`config.mk`:
```
export PLATFORM = sky130hd
export DESIGN_NAME = frame_receiver
export DESIGN_NICKNAME = d
export VERILOG_FILES = /design/src/rtl/frame_receiver_pkg.sv /design/src/rtl/frame_store.sv /design/src/rtl/frame_receiver.sv
export SDC_FILE = /design/constraint.sdc
export NUM_CORES = 1
export LEC_CHECK = 0
export BUFFER_PORTS_ARGS = -buffer_cell sky130_fd_sc_hd__buf_2
export CAP_MARGIN = 20
export CORE_MARGIN = 3
export CORE_UTILIZATION = 30
export DETAILED_ROUTE_END_ITERATION = 7
export HOLD_SLACK_MARGIN = 0.08
export PLACE_DENSITY_LB_ADDON = 0.12
export SLEW_MARGIN = 30
export SYNTH_ARGS = -nofsm -noshare
export SYNTH_HDL_FRONTEND = slang
export SYNTH_SLANG_ARGS = --single-unit
```
`constraint.sdc`:
```
create_clock -name clk -period 6.18 [get_ports clk]
set_input_delay 1.236 -clock clk [delete_from_list [all_inputs] [get_ports clk]]
set_output_delay 1.236 -clock clk [all_outputs]
set_load 0.05 [all_outputs]
```
`src/rtl/frame_receiver_pkg.sv`:
```
// frame_receiver_pkg: shared sensor geometry, receiver state enum and pixel index helpers.
package frame_receiver_pkg;

    localparam int PIXEL_ARRAY_WIDTH  = 24;
    localparam int PIXEL_ARRAY_HEIGHT = 3;
    localparam int OUTPUT_BUS_WIDTH   = 8;
    localparam int PIXEL_BITS         = 8;
    localparam int BEATS_PER_ROW      = PIXEL_ARRAY_WIDTH / OUTPUT_BUS_WIDTH;
    localparam int BEATS_PER_FRAME    = BEATS_PER_ROW * PIXEL_ARRAY_HEIGHT;
    localparam int PIXELS_PER_FRAME   = PIXEL_ARRAY_WIDTH * PIXEL_ARRAY_HEIGHT;
    localparam int BEAT_BITS          = OUTPUT_BUS_WIDTH * PIXEL_BITS;

    localparam int WORD_W = $clog2(BEATS_PER_FRAME);
    localparam int IDX_W  = $clog2(PIXELS_PER_FRAME);
    localparam int ROW_W  = $clog2(PIXEL_ARRAY_HEIGHT);
    localparam int COL_W  = $clog2(PIXEL_ARRAY_WIDTH);
    localparam int LANE_W = $clog2(OUTPUT_BUS_WIDTH);

    localparam logic [WORD_W-1:0] LAST_WORD = WORD_W'(BEATS_PER_FRAME - 1);
    localparam logic [IDX_W-1:0]  LAST_PIX  = IDX_W'(PIXELS_PER_FRAME - 1);

    typedef enum logic {CAPTURE, READOUT} rx_state_t;

    function automatic logic [ROW_W-1:0] idx_row(input logic [IDX_W-1:0] idx);
        return ROW_W'(idx / IDX_W'(PIXEL_ARRAY_WIDTH));
    endfunction

    function automatic logic [COL_W-1:0] idx_col(input logic [IDX_W-1:0] idx);
        return COL_W'(idx % IDX_W'(PIXEL_ARRAY_WIDTH));
    endfunction

    // Beat word holding a given pixel: one row spans BEATS_PER_ROW consecutive words
    function automatic logic [WORD_W-1:0] word_of(input logic [ROW_W-1:0] row,
                                                  input logic [COL_W-1:0] col);
        return WORD_W'(row) * WORD_W'(BEATS_PER_ROW) + WORD_W'(col >> LANE_W);
    endfunction

endpackage

```
`src/rtl/frame_store.sv`:
```
// frame_store: one-frame beat memory with a write port and a combinational pixel-select read port.
module frame_store
    import frame_receiver_pkg::*;
(
    input  logic                  clk,
    input  logic                  we,
    input  logic [WORD_W-1:0]     waddr,
    input  logic [BEAT_BITS-1:0]  wdata,
    input  logic [ROW_W-1:0]      row,
    input  logic [COL_W-1:0]      col,
    output logic [PIXEL_BITS-1:0] pixel
);

    logic [BEAT_BITS-1:0] mem [BEATS_PER_FRAME];
    logic [BEAT_BITS-1:0] word;

    always_ff @(posedge clk)
        if (we)
            mem[waddr] <= wdata;

    assign word  = mem[word_of(row, col)];
    assign pixel = word[col[LANE_W-1:0]*PIXEL_BITS +: PIXEL_BITS];

endmodule

```
`src/rtl/frame_receiver.sv`:
```
// frame_receiver: captures a 9-beat sensor frame, then streams its 72 pixels out row-major
// with valid/ready handshaking and sticky short-frame / overrun error flags.
module frame_receiver
    import frame_receiver_pkg::*;
#(
    parameter bit CHECK_OVERRUN = 1'b1
) (
    input  logic                  clk,
    input  logic                  reset,
    input  logic                  beat_valid,
    input  logic [BEAT_BITS-1:0]  data_in,
    input  logic                  frame_finished,
    input  logic                  pix_ready,
    input  logic                  clear_err,
    output logic                  pix_valid,
    output logic [PIXEL_BITS-1:0] pix_data,
    output logic [ROW_W-1:0]      pix_row,
    output logic [COL_W-1:0]      pix_col,
    output logic                  frame_done,
    output logic                  short_frame,
    output logic                  overrun
);

    rx_state_t             state, state_nxt;
    logic [WORD_W-1:0]     beat_cnt, beat_cnt_nxt;
    logic [IDX_W-1:0]      pix_idx, pix_idx_nxt;
    logic                  short_nxt, overrun_nxt, done_nxt;
    logic                  store, last_beat, accept, last_pix;
    logic [PIXEL_BITS-1:0] pixel;

    assign store     = (state == CAPTURE) && beat_valid;
    assign last_beat = store && (beat_cnt == LAST_WORD);
    assign accept    = pix_valid && pix_ready;
    assign last_pix  = accept && (pix_idx == LAST_PIX);

    assign pix_valid = (state == READOUT);
    assign pix_row   = idx_row(pix_idx);
    assign pix_col   = idx_col(pix_idx);
    assign pix_data  = pix_valid ? pixel : '0;

    frame_store u_store (
        .clk   (clk),
        .we    (store),
        .waddr (beat_cnt),
        .wdata (data_in),
        .row   (pix_row),
        .col   (pix_col),
        .pixel (pixel)
    );

    always_ff @(posedge clk or posedge reset)
        if (reset) begin
            state       <= CAPTURE;
            beat_cnt    <= '0;
            pix_idx     <= '0;
            frame_done  <= 1'b0;
            short_frame <= 1'b0;
            overrun     <= 1'b0;
        end else begin
            state       <= state_nxt;
            beat_cnt    <= beat_cnt_nxt;
            pix_idx     <= pix_idx_nxt;
            frame_done  <= done_nxt;
            short_frame <= short_nxt;
            overrun     <= overrun_nxt;
        end

    always_comb begin
        state_nxt    = state;
        beat_cnt_nxt = beat_cnt;
        pix_idx_nxt  = pix_idx;
        short_nxt    = short_frame & ~clear_err;
        overrun_nxt  = overrun & ~clear_err;
        done_nxt     = last_pix;
        if (state == CAPTURE) begin
            // A completing beat outranks a coincident end-of-frame pulse
            if (last_beat) begin
                state_nxt    = READOUT;
                beat_cnt_nxt = '0;
            end else if (frame_finished) begin
                short_nxt    = 1'b1;
                beat_cnt_nxt = '0;
            end else if (store) begin
                beat_cnt_nxt = beat_cnt + 1'b1;
            end
        end else begin
            overrun_nxt = overrun_nxt | (beat_valid & CHECK_OVERRUN);
            pix_idx_nxt = last_pix ? '0 : pix_idx + IDX_W'(accept);
            state_nxt   = last_pix ? CAPTURE : READOUT;
        end
    end

endmodule

```
# Word-level counts from Yosys, hierarchy flattened
# Memory sizes are Yosys's and may differ from the RTL's.
# Index checks and enable logic that the tools add are counted.
classes:
  add_sub_neg: 3
  bitwise: 5
  n_eq_ne: 2
  div_mod_pow: 2
  n_lt_le_gt_ge: 0
  muxes: 14
  n_shift: 1
  reduce_logical: 6
  n_mul: 1
op_table:
  columns: ["op", "count"]
  rows:
  - ["64-bit by 7-bit indexed part select with 8-bit output", 1]
  - ["4-bit 2-to-1 mux", 3]
  - ["1-bit 2-to-1 mux", 9]
  - ["8-bit 2-to-1 mux", 1]
  - ["7-bit by 1-bit adder with 7-bit output", 1]
  - ["7-bit by 5-bit divider with 7-bit output (second input constant)", 1]
  - ["7-bit == test (second input constant)", 1]
  - ["7-bit by 5-bit modulo with 7-bit output (second input constant)", 1]
  - ["7-bit 2-to-1 mux", 1]
  - ["4-bit by 1-bit adder with 4-bit output (second input constant)", 1]
  - ["4-bit by 2-bit adder with 4-bit output", 1]
  - ["4-bit == test (second input constant)", 1]
  - ["1-bit logical AND", 4]
  - ["2-bit by 2-bit multiplier with 4-bit output (second input constant)", 1]
  - ["3-bit nonzero test", 1]
  - ["1-bit AND", 2]
  - ["1-bit NOT", 2]
  - ["2-bit AND reduction", 1]
  - ["1-bit OR", 1]
totals:
  memories: 1
  ff_bits: 15
  mem_bits_rw: 576
  mem_bits_ro: 0
  word_cells: 41
  latchBits: 0
mem_list:
  columns: ["name", "words", "word_bits", "rd", "rd_clocked_by_memory_dff", "write_ports", "line", "rtl"]
  rows:
  - ["u_store.mem", 9, 64, 1, 0, 1, "frame_store.sv:14", "logic [BEAT_BITS-1:0] mem [BEATS_PER_FRAME];"]

# Logic depth before layout (Yosys ltp)
# An unclocked memory read counts as a cell.
depth:
  ltp_word: 6
  mapped_depth: 19

# By module
# A second synthesis with hierarchy kept.
hier_totals:
  cells_unflattened: 1076
  hier_area_um2: 23177.2
by_module_without_submodules:
  columns: ["module", "instances", "seq_area_each_um2", "area_each_um2", "cells_per_inst"]
  rows:
  - ["frame_store", 1, 17296.6, 22220.1, 972]
  - ["frame_receiver", 1, 375.4, 957.2, 104]

# Worst setup path after synthesis
# No wires, ideal clock.
synth_timing:
  path_kind: "register -> output"
  start: "reg pix_idx[4]"
  end: "out pix_data[1]"
  slack_ps: -177
  path_stages_with_launch: 19
  t_required_ps: 4944
  arrival_ps: 5121
  path_cell_list: "dfrtp_1 -> clkbuf_1 -> nor2_1 -> o21ai_0 -> nand2_1 -> nand2_1 -> inv_1 -> fa_1 -> inv_1 -> ha_1 -> fa_1 -> buf_2 -> buf_4 -> buf_2 -> buf_2 -> mux2i_1 -> o21ai_0 -> nor3_1 -> nor4_1"
synth_between:
  elab_chain_cells: 6
  word_cells_on_any_way: 7
  cone_classes: "1 x add/sub; 1 x mul; 2 x div; 1 x shift; 1 x mux; 1 x memory"
synth_lines:
  columns: ["item", "line", "rtl"]
  rows:
  - ["start, declared", "frame_receiver.sv:26", "logic [IDX_W-1:0] pix_idx, pix_idx_nxt;"]
  - ["start signal, assigned", "frame_receiver.sv:62", "pix_idx <= pix_idx_nxt;"]
  - ["7-bit by 5-bit divider with 7-bit output", "frame_receiver_pkg.sv:25", "return ROW_W'(idx / IDX_W'(PIXEL_ARRAY_WIDTH));"]
  - ["named net pix_row[0]", "frame_receiver.sv:17", "output logic [ROW_W-1:0] pix_row,"]
  - ["2-bit by 2-bit multiplier with 4-bit output", "frame_receiver_pkg.sv:35", "return WORD_W'(row) * WORD_W'(BEATS_PER_ROW) + WORD_W'(col >> LANE_W);"]
  - ["4-bit by 2-bit adder with 4-bit output", "frame_receiver_pkg.sv:35", null]
  - ["memory read 9 x 64 bit", null, null]
  - ["64-bit by 7-bit indexed part select with 8-bit output", "frame_store.sv:22", "assign pixel = word[col[LANE_W-1:0]*PIXEL_BITS +: PIXEL_BITS];"]
  - ["8-bit 2-to-1 mux", "frame_receiver.sv:39", "assign pix_data = pix_valid ? pixel : '0;"]
  - ["end, declared", "frame_receiver.sv:16", "output logic [PIXEL_BITS-1:0] pix_data,"]
# The timed path passes the listed nets, and every way through them passes these cells.

# Worst setup path after layout
layout_timing:
  start: "reg pix_idx[6]"
  end: "out pix_data[3]"
layout_between:
  elab_chain_cells: 6
  word_cells_on_any_way: 7
  cone_classes: "1 x add/sub; 1 x mul; 2 x div; 1 x shift; 1 x mux; 1 x memory"
layout_lines:
  columns: ["item", "line"]
  rows:
  - ["7-bit by 5-bit divider with 7-bit output", "frame_receiver_pkg.sv:25"]
  - ["2-bit by 2-bit multiplier with 4-bit output", "frame_receiver_pkg.sv:35"]
  - ["4-bit by 2-bit adder with 4-bit output", "frame_receiver_pkg.sv:35"]
  - ["memory read 9 x 64 bit", null]
  - ["64-bit by 7-bit indexed part select with 8-bit output *", "frame_store.sv:22"]
  - ["8-bit 2-to-1 mux *", "frame_receiver.sv:39"]
# Mark *: on every way between the ends. The rest lies on a longest branch, timed or not.

==> results_dict.tcl <==
set metrics [dict create \
    cts_buffer_depth 3 \
    hold_buffers 0 \
    num_rows 101 \
    timing.critical_path.fanout_max 8 \
    timing.final.ws_setup_ps 64.07 \
    rsz0062_at_grt "yes" \
    clock_sinks 591 \
    critical-path-top-delay-family "adder cells" \
    cts_root_buffer "clkbuf_16" \
    area_delta_synth_final_pct 20.50 \
    required_ps 4940 \
    cts_tree "yes" \
    worst_pin_slew_ps 914.4 \
    critical_path.cell_chain "buf_4 > nor2b_1 > mux2_4 > inv_1 > fa_1 > inv_2 > ha_4 > fa_4 > buf_12 > bufbuf_16 > mux4_2 > mux2_4 > a22oi_2 > a32o_2 > a21oi_1 > buf_4 > buf_12" \
    worstRegToRegCells 6 \
    grt_max_degree 53 \
    ys_warn_count 0 \
    synth.area.top_cells "edfxtp_1 (75%), mux4_2 (13%), mux2i_1 (1.6%), dfrtp_1 (1.6%), o21ai_0 (0.58%)" \
    ant_nets 0 \
    cp_slowest_cell "fa_4" \
    hpwl_um 37430 \
    wl_per_cell_um 27.29 \
    cp_num_buf_inv 7 \
    die_area_mm2 0.08050 \
    clk_latency_ps 600 \
    vias 11490 \
    dp.cells 2197 \
    drive_above_1_share 0.3536 \
    place_ws_ps 277.4 \
    num_io_pins 89 \
    min_period_over_period 0.9896 \
    critPathArrivalTime_ps 4880 \
    synth_top_cells_by_count "edfxtp_1 (576), mux4_2 (137), mux2i_1 (38), nand2_1 (30), o21ai_0 (27)" \
    gp_congestion 0.7266 \
    setup_viol 0 \
    end_kind "primary output" \
    antenna_found_initial 13 \
    synth_seq_area_share 0.7637 \
    io_buffers 88 \
    min_path_cells 2 \
    numCtsBuffers 68 \
    cp-start-kind "flop" \
    drt_iter0_markers 882 \
    async_flop_share 0.02538 \
    die_x_um 283.7 \
    syn-cell-area_mm2 0.02314 \
    synth-seq-cells 591 \
    synth.avg_cell_area_um2 21.21 \
    start_util 0.3037 \
    layoutNonFillerInstCount 2352 \
    synth_top_area_share 0.7475 \
    coreArea_mm2 0.07620 \
    multi_input_area_mm2 0.005301 \
    outcome "completed" \
    critical_path.max_stage_delay_ps 770 \
    die_h_um 283.7 \
    max_freq_mhz 163.5 \
    grt_pass1_vias 12280 \
    max_slew_margin 0.3904 \
    drt-total-wl_um 64180 \
    ctsHtreeMaxLevel 3 \
    clock_skew_ps 22.70 \
    drc_errors 0 \
    critPathKind "reg2out" \
    period_minus_slack_ps 6116 \
    finalHoldViolCount 0 \
    first_pass_iters 5 \
    yosysTopAreaCell "edfxtp_1" \
    grt_util_met1 0.2238 \
    nets 1347 \
    synth_most_common_cell "edfxtp_1" \
    vias_per_cell 4.883 \
    cp.depth 17 \
    synth_ff_type "edfxtp_1" \
    synth_nets 1171 \
    grt_pass1_wl_um 92310 \
    cap_violations 0 \
    postSynthCellCount 1091 \
    hold_class "reg2reg" \
    regArea_mm2 0.01768 \
    use_met2 0.2579 \
    nFillCells 6992 \
    synth_edf_count 576 \
    synth_cell_type_count 50 \
    grt.busiest_layer "met2" \
    path_clk_slew_ps 60 \
    overflow 0 \
    drv_slew 0 \
    grtUsageMet3 0.03108 \
    track_usage 0.1598 \
]
final cells by class:
| type | instances | share of cell area |
|---|---|---|
| multi-input combinational | 420 | 0.1901 |
| antenna | 4 | 0.0003590 |
| sequential | 591 | 0.6340 |
| timing repair buffer | 170 | 0.05129 |
| clock buffer | 87 | 0.06471 |
| clock inverter | 34 | 0.01113 |
| inverter | 16 | 0.002154 |
| tap | 1030 | 0.04622 |
cells by family (layout without fill, tap and decap cells):
| family | count (synthesis) | count (layout) | synth area share |
|---|---|---|---|
| flip-flops | 591 | 591 | 0.7637 |
| multiplexers | 187 | 187 | 0.1556 |
| AND/OR/NAND/NOR | 110 | 110 | 0.02385 |
| AO/OA/AOI/OAI | 107 | 107 | 0.02914 |
| buffers and inverters | 80 | 307 | 0.01936 |
| adder cells (fa/ha/maj) | 10 | 10 | 0.006056 |
| XOR/XNOR | 6 | 6 | 0.002271 |
| other | 0 | 4 | 0 |
through the flow:
stage	utilization	area [um2]	setup TNS [ps]	hold slack [ps]
6_report	0.3659	27880	0	555.5
5_1_grt	0.3658	27870	-235.7	601.3
4_1_cts	0.3632	27680	0	566.7
3_5_place_dp	0.3295	25110	0	553.9
3_3_place_gp	0.3286	25040	0	524.2
2_1_floorplan	-	23150	0	516.5
cells in the final DEF, fill, tap and decap left out, types with 5 or more instances in the layout:
cell / Yosys / routed
mux4_2: 137 / 137
nor2b_1: 5 / 5
o211ai_1: 5 / 5
o21ai_0: 27 / 21
edfxtp_1: 576 / 576
buf_2: 19 / 81
buf_6: 12 / 5
inv_1: 15 / 14
o21ai_1: 2 / 6
buf_12: 0 / 9
buf_4: 9 / 62
mux2i_1: 38 / 36
clkinv_1: 1 / 16
clkinv_2: 0 / 9
nor2_1: 21 / 18
dfrtp_1: 15 / 10
nand3_1: 7 / 7
o22ai_1: 20 / 14
clkbuf_16: 0 / 69
nand2_1: 30 / 29
a21oi_1: 20 / 16
dfrtp_2: 0 / 5
nand2b_1: 10 / 10
o22ai_2: 0 / 6
mux2_2: 12 / 10
clkbuf_1: 23 / 17
bufinv_16: 0 / 5
buf_16: 0 / 8
and3_4: 0 / 5
ha_1: 8 / 6
sequential cells by signal, summed over array words and instances, names as in the netlist:
| name | cells |
|---|---|
| beat_cnt | 4 |
| pix_valid | 1 |
| overrun | 1 |
| short_frame | 1 |
| pix_idx | 7 |
| frame_done | 1 |
| u_store.mem | 576 |
tightest hold or removal path, delay by kind of cell, from the launching register on:
kind	cells	cell delay, ps
AO/OA/AOI/OAI	1	80
buffers and inverters	1	50
flip-flops	1	370
final timing paths:
check,start,endpoint,slack (ps)
setup / recovery,pix_idx[6],pix_data[3],60
hold / removal,overrun,overrun,560
setup reg to reg,pix_valid,u_store.mem[0][35],2680
hold reg to reg,overrun,overrun,560
max in group asynchronous,reset,pix_idx[5],4970
min in group asynchronous,reset,overrun,730
per-layer routing:
layer	wire (um)	share of wire	vias up
li1	-	-	4914
met1	29380	0.46	6240
met2	30800	0.48	245
met3	2938	0.046	78
met4	1015	0.016	8
met5	48	0.00075	-
what timing repair did:
item,4_1_cts,5_1_grt
setup endpoints to repair,8,8
resized for setup,39,32
cloned,4,0
buffers inserted,21,3
pin swaps,12,11
Power is not shown: default switching activity piles up to over one toggle a cycle in this logic, so the estimate is an artifact.
